File: src/rtl/star_pkg.sv
// Shared types, constants and the box-overlap test for the star bank.
package star_pkg;

   localparam int unsigned COORD_W   = 10;
   localparam int unsigned IDX_W     = 4;
   localparam int unsigned SCORE_MAX = 255;

   typedef logic [0:0] state_t;
   localparam state_t ST_IDLE = 1'b0;
   localparam state_t ST_SCAN = 1'b1;

   // Inclusive box overlap; widened by one bit so sums never wrap.
   function automatic logic aabb_hit(input logic [COORD_W-1:0] cx,
                                     input logic [COORD_W-1:0] cy,
                                     input logic [COORD_W-1:0] sx,
                                     input logic [COORD_W-1:0] sy,
                                     input logic [COORD_W-1:0] cw,
                                     input logic [COORD_W-1:0] sw);
      logic [COORD_W:0] cx_e, cy_e, sx_e, sy_e, cw_e, sw_e;
      cx_e = {1'b0, cx};
      cy_e = {1'b0, cy};
      sx_e = {1'b0, sx};
      sy_e = {1'b0, sy};
      cw_e = {1'b0, cw};
      sw_e = {1'b0, sw};
      return (cx_e <= sx_e + sw_e) && (cx_e + cw_e >= sx_e) &&
             (cy_e <= sy_e + sw_e) && (cy_e + cw_e >= sy_e);
   endfunction

endpackage

File: src/rtl/star_bank_if.sv
// Render query bus: the renderer drives an index, the bank answers combinationally.
interface star_bank_if;
   import star_pkg::*;

   logic [IDX_W-1:0]   rd_idx;
   logic [COORD_W-1:0] rd_x;
   logic [COORD_W-1:0] rd_y;
   logic               rd_en;
   logic               rd_vis;

   modport master (output rd_idx, input rd_x, rd_y, rd_en, rd_vis);
   modport slave  (input rd_idx, output rd_x, rd_y, rd_en, rd_vis);
endinterface

File: src/rtl/star_respawn_ctr.sv
// Per-star respawn countdown: loaded on collect, decremented once per accepted frame.
module star_respawn_ctr #(
   parameter int unsigned LOAD_VAL = 1
) (
   input  logic sys_clk,
   input  logic RST,
   input  logic load,
   input  logic dec,
   output logic expire
);

   logic [7:0] cnt;

   // Load has priority; load and dec never coincide (scan vs idle).
   always_ff @(posedge sys_clk) begin
      if (RST)
         cnt <= '0;
      else if (load)
         cnt <= 8'(LOAD_VAL);
      else if (dec && (cnt != '0))
         cnt <= cnt - 8'd1;
   end

   // Asserted on the decrement that brings the count to zero.
   assign expire = dec && (cnt == 8'd1);

endmodule

File: src/rtl/star_bank.sv
// Star bank: per-frame scan of NUM_STARS collectibles against the character box.
module star_bank
   import star_pkg::*;
#(
   parameter int unsigned                     NUM_STARS      = 4,
   parameter logic [NUM_STARS*COORD_W-1:0]    STAR_X_INIT    = {10'd347, 10'd300, 10'd200, 10'd100},
   parameter logic [NUM_STARS*COORD_W-1:0]    STAR_Y_INIT    = {4{10'd56}},
   parameter int unsigned                     STAR_W         = 12,
   parameter int unsigned                     CHAR_W         = 12,
   parameter int unsigned                     RESPAWN_FRAMES = 0,
   parameter int unsigned                     SCREEN_W       = 640
) (
   input  logic                 sys_clk,
   input  logic                 RST,
   input  logic                 frame_tick,
   input  logic [COORD_W-1:0]   char_X,
   input  logic [COORD_W-1:0]   char_Y,
   input  logic [COORD_W-1:0]   bg_pos,
   star_bank_if.slave           rd,
   output logic [NUM_STARS-1:0] en,
   output logic                 touch,
   output logic [IDX_W-1:0]     touch_idx,
   output logic [7:0]           score,
   output logic                 all_collected,
   output logic                 busy
);

   localparam logic [IDX_W-1:0] LAST_IDX = IDX_W'(NUM_STARS - 1);

   state_t               state;
   logic [IDX_W-1:0]     idx;
   logic [COORD_W-1:0]   cx, cy;
   logic                 tick_ok;
   logic                 cur_en;
   logic [COORD_W-1:0]   cur_x, cur_y;
   logic                 hit_now;
   logic [NUM_STARS-1:0] respawn_now;

   assign tick_ok       = (state == ST_IDLE) && frame_tick;
   assign busy          = (state == ST_SCAN);
   assign all_collected = ~|en;

   // Scan sequencer: latch the character on an idle tick, then step through the stars.
   always_ff @(posedge sys_clk) begin
      if (RST) begin
         state <= ST_IDLE;
         idx   <= '0;
         cx    <= '0;
         cy    <= '0;
      end else begin
         case (state)
            ST_IDLE: if (frame_tick) begin
               cx    <= char_X;
               cy    <= char_Y;
               idx   <= '0;
               state <= ST_SCAN;
            end
            ST_SCAN: begin
               if (idx == LAST_IDX)
                  state <= ST_IDLE;
               else
                  idx <= idx + IDX_W'(1);
            end
            default: state <= ST_IDLE;
         endcase
      end
   end

   // Select the star under evaluation and test it against the latched character.
   always_comb begin
      cur_en = 1'b0;
      cur_x  = '0;
      cur_y  = '0;
      for (int unsigned k = 0; k < NUM_STARS; k++) begin
         if (idx == IDX_W'(k)) begin
            cur_en = en[k];
            cur_x  = STAR_X_INIT[k*COORD_W +: COORD_W];
            cur_y  = STAR_Y_INIT[k*COORD_W +: COORD_W];
         end
      end
      hit_now = (state == ST_SCAN) && cur_en &&
                aabb_hit(cx, cy, cur_x, cur_y, COORD_W'(CHAR_W), COORD_W'(STAR_W));
   end

   generate
      if (RESPAWN_FRAMES > 0) begin : g_respawn
         for (genvar g = 0; g < NUM_STARS; g++) begin : g_ctr
            star_respawn_ctr #(.LOAD_VAL(RESPAWN_FRAMES)) u_ctr (
               .sys_clk (sys_clk),
               .RST     (RST),
               .load    (hit_now && (idx == IDX_W'(g))),
               .dec     (tick_ok),
               .expire  (respawn_now[g])
            );
         end
      end else begin : g_no_respawn
         assign respawn_now = '0;
      end
   endgenerate

   // Collect bookkeeping: enables, one-cycle touch pulse, saturating score.
   always_ff @(posedge sys_clk) begin
      if (RST) begin
         en        <= '1;
         touch     <= 1'b0;
         touch_idx <= '0;
         score     <= '0;
      end else begin
         touch <= hit_now;
         if (hit_now) begin
            touch_idx <= idx;
            if (score != 8'(SCORE_MAX))
               score <= score + 8'd1;
         end
         for (int unsigned k = 0; k < NUM_STARS; k++) begin
            if (respawn_now[k])
               en[k] <= 1'b1;
            else if (hit_now && (idx == IDX_W'(k)))
               en[k] <= 1'b0;
         end
      end
   end

   // Render port: screen-relative coordinates and visibility for the queried star.
   always_comb begin
      logic [COORD_W-1:0] wx, diff;
      rd.rd_x   = '0;
      rd.rd_y   = '0;
      rd.rd_en  = 1'b0;
      rd.rd_vis = 1'b0;
      wx        = '0;
      diff      = '0;
      for (int unsigned k = 0; k < NUM_STARS; k++) begin
         if (rd.rd_idx == IDX_W'(k)) begin
            wx        = STAR_X_INIT[k*COORD_W +: COORD_W];
            diff      = wx - bg_pos;
            rd.rd_x   = diff;
            rd.rd_y   = STAR_Y_INIT[k*COORD_W +: COORD_W];
            rd.rd_en  = en[k];
            rd.rd_vis = en[k] && (wx >= bg_pos) && ({1'b0, diff} < (COORD_W+1)'(SCREEN_W));
         end
      end
   end

endmodule

File: src/flat_wrapper.sv
// flat-port wrapper written by rule: the top's interface ports become plain ports
module star_bank_flat import star_pkg::*;
#(
   parameter int unsigned                     NUM_STARS      = 4,
   parameter logic [NUM_STARS*COORD_W-1:0]    STAR_X_INIT    = {10'd347, 10'd300, 10'd200, 10'd100},
   parameter logic [NUM_STARS*COORD_W-1:0]    STAR_Y_INIT    = {4{10'd56}},
   parameter int unsigned                     STAR_W         = 12,
   parameter int unsigned                     CHAR_W         = 12,
   parameter int unsigned                     RESPAWN_FRAMES = 0,
   parameter int unsigned                     SCREEN_W       = 640
)
  (sys_clk, RST, frame_tick, char_X, char_Y, bg_pos, en, touch, touch_idx, score, all_collected, busy, rd_rd_idx, rd_rd_x, rd_rd_y, rd_rd_en, rd_rd_vis);
  star_bank_if rd_i ();
  input  logic sys_clk;
  input  logic RST;
  input  logic frame_tick;
  input  logic [COORD_W-1:0] char_X;
  input  logic [COORD_W-1:0] char_Y;
  input  logic [COORD_W-1:0] bg_pos;
  output logic [NUM_STARS-1:0] en;
  output logic touch;
  output logic [IDX_W-1:0] touch_idx;
  output logic [7:0] score;
  output logic all_collected;
  output logic busy;
  input wire logic [$bits(rd_i.rd_idx)-1:0] rd_rd_idx;
  output wire logic [$bits(rd_i.rd_x)-1:0] rd_rd_x;
  output wire logic [$bits(rd_i.rd_y)-1:0] rd_rd_y;
  output wire logic [$bits(rd_i.rd_en)-1:0] rd_rd_en;
  output wire logic [$bits(rd_i.rd_vis)-1:0] rd_rd_vis;
  assign rd_i.rd_idx = rd_rd_idx;
  assign rd_rd_x = rd_i.rd_x;
  assign rd_rd_y = rd_i.rd_y;
  assign rd_rd_en = rd_i.rd_en;
  assign rd_rd_vis = rd_i.rd_vis;
  star_bank #(.NUM_STARS(NUM_STARS), .STAR_X_INIT(STAR_X_INIT), .STAR_Y_INIT(STAR_Y_INIT), .STAR_W(STAR_W), .CHAR_W(CHAR_W), .RESPAWN_FRAMES(RESPAWN_FRAMES), .SCREEN_W(SCREEN_W)) u_core (.sys_clk(sys_clk), .RST(RST), .frame_tick(frame_tick), .char_X(char_X), .char_Y(char_Y), .bg_pos(bg_pos), .rd(rd_i), .en(en), .touch(touch), .touch_idx(touch_idx), .score(score), .all_collected(all_collected), .busy(busy));
endmodule
File: config.mk
export PLATFORM = sky130hd
export DESIGN_NAME = star_bank_flat
export DESIGN_NICKNAME = d
export VERILOG_FILES = /design/src/rtl/star_pkg.sv /design/src/rtl/star_bank_if.sv /design/src/rtl/star_respawn_ctr.sv /design/src/rtl/star_bank.sv /design/src/flat_wrapper.sv
export SDC_FILE = /design/constraint.sdc
export NUM_CORES = 1
export LEC_CHECK = 0
export ABC_CLOCK_PERIOD_IN_PS = 9000
export CAP_MARGIN = 20
export CORE_MARGIN = 2
export CORE_UTILIZATION = 50
export CTS_CLUSTER_DIAMETER = 200
export DETAILED_ROUTE_END_ITERATION = 10
export PLACE_DENSITY = 0.79
export SLEW_MARGIN = 20
export SYNTH_ARGS = -nofsm -noshare
export SYNTH_HDL_FRONTEND = slang
export SYNTH_SLANG_ARGS = --single-unit
File: constraint.sdc
create_clock -name sys_clk -period 9 [get_ports sys_clk]
set_clock_uncertainty 0.15 [all_clocks]
set_input_delay 1.8 -clock sys_clk [delete_from_list [all_inputs] [get_ports sys_clk]]
set_output_delay 1.8 -clock sys_clk [all_outputs]
set_load 0.05 [all_outputs]
After elaboration in Yosys (flattened, before gate mapping)
Index checks and enable logic that the tools add are counted.

Bits of input ports: 37. Word-level logic and storage cells: 101. Register bits after elaboration: 42. Output and inout port bits: 41.

Bitwise operators: 1. Muxes and demuxes: 34. Reduce and logical (&&, ||, !) cells: 24. $lt $le $gt $ge: 12. Equality and inequality tests: 9. Add/sub/neg operators: 10.

Operator list (count): 6-bit two-way mux (8); 10-bit < comparator (second input constant) (4); 10-bit two-way mux (4); 10-bit by 4-bit adder with 11-bit output (second input constant) (2); 10-bit by 11-bit less-or-equal comparator with 1-bit output (2); 9-bit by 10-bit greater-or-equal comparator with 1-bit output (first input constant) (2); 9-bit by 10-bit subtractor with 10-bit output (first input constant) (2); 9-bit two-way mux (2); 1-bit logical AND (17); 4-bit by 2-bit equality test with 1-bit output (second input constant) (4); 1-bit two-way mux (14); 11-bit by 6-bit greater-or-equal comparator with 1-bit output (1); 11-bit by 9-bit greater-or-equal comparator with 1-bit output (1); 9-bit by 4-bit adder with 10-bit output (second input constant) (1); 7-bit by 10-bit greater-or-equal comparator with 1-bit output (first input constant) (1); 8-bit by 10-bit greater-or-equal comparator with 1-bit output (first input constant) (1); 7-bit by 10-bit subtractor with 10-bit output (first input constant) (1); 8-bit by 10-bit subtractor with 10-bit output (first input constant) (1); 8-bit by 1-bit adder with 8-bit output (second input constant) (1); 4-bit by 1-bit equality test with 1-bit output (second input constant) (2); 4-bit logical NOT (2); 4-bit two-way mux (2); 8-bit two-way mux (1); 8-bit != test (second input constant) (1); 10 further kinds (13).

Logic depth before layout (Yosys ltp)
Depth in word-level cells: 12. Mapped depth: 17. Depth with buffers taken out: 15.

Worst setup path before layout
No wires, ideal clock.

Path kind: input to output. Start: in bg_pos[3]. End: out rd_rd_x[6]. Cell stages on the path: 9. Slack: 3119 ps. Arrival time: 3931 ps. Path buffers: 1. Path through: clkbuf_1 > inv_1 > ha_1 > a21oi_1 > or2_2 > nand2_1 > mux4_2 > xnor2_1 > nor2_1.

Longest elaborated chain between the ends: 5. Elaborated cells on any way between the ends: 8. Classes of those cells: add/sub (4); mux (4).

Ends and longest elaborated chain: from (decl) (RTL line flat_wrapper.sv:19) `input logic [COORD_W-1:0] bg_pos;`; 7-bit by 10-bit subtractor with 10-bit output (RTL line star_bank.sv:136) `diff = wx - bg_pos;`; 10-bit two-way mux (3 in series) (RTL line star_bank.sv:134) `if (rd.rd_idx == IDX_W'(k)) begin`; 10-bit two-way mux (*) (RTL line star_bank.sv:134); to (decl) (RTL line flat_wrapper.sv:27) `output wire logic [$bits(rd_i.rd_x)-1:0] rd_rd_x;`.

Every way passes the cells marked *; elsewhere a longest branch is shown, timed or not.

Final worst setup path
Start: in bg_pos[2]. End: out rd_rd_vis.

Longest elaborated chain between the ends: 7. Elaborated cells on any way between the ends: 24. Classes of those cells: add/sub (4); order compare (8); mux (4); reduce/logical (8).

Ends and longest elaborated chain: 7-bit by 10-bit subtractor with 10-bit output or 7-bit by 10-bit greater-or-equal comparator with 1-bit output (tied branches) (RTL line star_bank.sv:136, star_bank.sv:140); 10-bit < comparator or 1-bit logical AND (tied branches) (RTL line star_bank.sv:140) `rd.rd_vis = en[k] && (wx >= bg_pos) && ({1'b0, diff} < (COORD_W+1)'(SCREEN_W));`; 1-bit logical AND (RTL line star_bank.sv:140); 1-bit two-way mux (3 in series) (RTL line star_bank.sv:134); 1-bit two-way mux (*) (RTL line star_bank.sv:134); to (decl) (RTL line flat_wrapper.sv:30) `output wire logic [$bits(rd_i.rd_vis)-1:0] rd_rd_vis;`.

Marked as above.

==> impl_metrics.ini <==
[clocking]
cts.htree.levels = 2
clock_path_buffers = 2
root_buffer = clkbuf_8
cts_buffers = 5
clock_latency_ps = 300
clk_pin_slew_ps = 80
clock_sinks = 42
postCtsHoldBufs = 0
post_cts_buffers = 0
cts_tree = yes
post_cts_resized = 0

[setup_path]
end_kind = output port
arrival_ps = 4920
r2r-start = u_core.idx[1]
startpoint_type = input port
r2r_end = u_core.score[4]
worst-endpoint-required_ps = 7050
crit_path_max_fanout = 12
critPathKind = in -> out
ff2ff_path_depth = 15
rrSetupSlack_ps = 4430

[flow_run]
drv_cap = 0

[route]
vias = 3430
detail-route-antenna-nets = 0
wl_met2_mm = 4.00
dr_wl_met3_microns = 518
firstDrtPassIters = 4
drc = 0
wl_met1_mm = 3.65
wirelength_mm = 8.26
post_drt_wl_per_cell_microns = 13.4
dr.max_layer_used = met4
drt_iter0_markers = 143
via_per_inst = 5.58

[logic_synthesis]
synth_top_cell_area_share = 0.233
ys_ff_latch = 42
synth_largest_area_cell = dfxtp_1
synth_top_cells_by_area = dfxtp_1, ha_1, nand2_1, a21oi_1, nor2_1
avgSynthCellArea_sq_um = 7.67
synth_ff_type = dfxtp_1
synth_edf_count = 0
synth_cells = 471
yosys_warnings = 0
synth_cell_types = 65
syn-cell-area_sq_um = 3610
ys_async_sr_fraction = 0
ys_seq_area_frac = 0.233

[pwr]
p_seq_frac = 0.383
p_leak_nw = 1.77
powerDensity_nw_per_um2 = 120
power.total_w = 0.000523
ir_worst_vdd_uv = 96.2
swShare = 0.340
combPwrFrac = 0.327
clockPowerShare = 0.290
p_switching_w = 0.000178
p_int_w = 0.000345

[worst_hold_path]
hold_end = u_core.cx[0]
hold_class = reg -> reg
whs_path_depth = 2
min_from = u_core.cx[0]

[layout]
layout_commonest_cell = nand2_1
diodes = 0
fin_cells = 615
drive_gt1_frac = 0.0636
syn_to_final_growth_pct = 20.8
layout_common_cells = nand2_1, clkdlybuf4s50_1, nor2_1
nets = 592

[timing]
hold_slack_ps = 310
max_freq_mhz = 146
rsz0062_at_grt = false
final_max_slew_viol_count = 0
setup_tns_ps = 0
worst_slack_ps = 2130
hold_viol_final = 0
setup_viol = 0
period_needed_ps = 6870
timing.final.crit_share = 0.763
worstMarginPinSlew_ps = 955
slew-limit-headroom = 0.363

[run_status]
status = complete, no violations

[placed_design]
dp_cells = 607
dpl.hpwl_mm = 6.26
portBuffers = 70
gp_congestion = 0.900
pre_cts_slack_ps = 2170

[global_route]
grt_max_degree = 46
grt_overflow = 0
antenna_found_initial = 0
grt_pass1_wl_mm = 13.7
grt_pass1_vias = 3106
track_usage = 0.217

[floorplanning]
die-width_microns = 89.0
fp.dieH_microns = 89.0
die-area_sq_um = 7920
start_util = 0.523
core.rowCount = 30
core_area_sq_um = 6910
io_pins = 78
## registers in the layout, summed over array words and instances, names as in the netlist
| register | flops |
|---|---|
| u_core.cx | 10 |
| u_core.cy | 10 |
| u_core.score | 8 |
| u_core.en | 4 |
| u_core.idx | 4 |
| u_core.touch_idx | 4 |
| u_core.busy | 1 |
| u_core.touch | 1 |
## worst max path at each step
stage,slack [ps],startpoint,depth (start not counted),end
6_report,2130,bg_pos[2],11,rd_rd_vis
3_3_place_gp,2280,bg_pos[2],11,rd_rd_vis
2_1_floorplan,3120,bg_pos[3],9,rd_rd_x[6]
5_1_grt,1940,bg_pos[2],11,rd_rd_vis
3_5_place_dp,2170,bg_pos[2],11,rd_rd_vis
4_1_cts,2170,bg_pos[2],11,rd_rd_vis
## cell usage after synthesis, types with 2 or more instances
cell type and n:
nand3_1 11, nor2b_1 9, or2_2 3, a21boi_0 3, mux2_4 2, o2111ai_1 2
mux2i_1 7, nor3b_1 4, nand2_1 71, o21ai_1 2, o21a_1 5, xor2_1 3
buf_6 2, nor3_1 4, nor2_1 50, o21ai_0 18, a22oi_1 2, a211oi_1 7
dfxtp_1 42, and3_1 12, mux2_1 2, xnor2_1 17, a31oi_1 3, a21oi_1 38
nand4_1 6, mux4_2 3, a41oi_1 3, inv_1 21, o211ai_1 3, nand2b_1 2
ha_1 37, and3_2 4, conb_1 2, buf_4 10, a221oi_1 2, clkbuf_1 23
and2_1 3, a21o_1 5, clkbuf_8 2
## power groups by stage
stage	registers, W	clock network (W)	logic, W
after floorplan	0.000205	0	0.000127
after global placement	0.000204	0	0.000165
after detailed placement	0.000205	0	0.000170
after CTS	0.000200	0.000155	0.000171
after global routing	0.000202	0.000165	0.000189
final	0.000200	0.000152	0.000171
## per-layer routing
layer | track usage | vias up
met5 | 0 | -
met4 | 0.0678 | 0
met3 | 0.0462 | 8
met2 | 0.376 | 121
met1 | 0.270 | 1583
li1 | - | 1718
## area by class of cell
| class | instances | area (sq um) |
|---|---|---|
| tap | 96 | 120 |
| sequential | 42 | 841 |
| timing repair buffer | 72 | 716 |
| clock inverter | 2 | 37.5 |
| clock buffer | 6 | 72.6 |
| multi-input combinational | 376 | 2500 |
| fill | 635 | 2540 |
| inverter | 21 | 78.8 |
## critical path, stage by stage
cell and delay, ps:
clkdlybuf4s50_1 630, inv_1 220, ha_1 210, a21boi_0 120, nor2_1 220, a21oi_1 90, or4b_1 500, a31oi_1 180
nor3_1 60, nor2_1 90, clkdlybuf4s50_1 810
## cell families (layout without fill, tap and decap cells)
family / after synthesis / in the layout / synth area share
AND/OR/NAND/NOR: 188 / 188 / 0.244
AO/OA/AOI/OAI: 109 / 109 / 0.210
buffers and inverters: 59 / 101 / 0.0818
flip-flops: 42 / 42 / 0.233
adder cells (fa/ha/maj): 37 / 37 / 0.128
XOR/XNOR: 20 / 20 / 0.0485
multiplexers: 14 / 14 / 0.0527
other: 2 / 8 / 0.00208
## stage by stage
stage	util	instance area, sq um
3_5_place_dp	0.616	4250
4_1_cts	0.632	4360
6_report	0.632	4360
2_1_floorplan	-	3630
3_3_place_gp	0.616	4250
5_1_grt	0.632	4360
(Power assumes the default switching activity.)
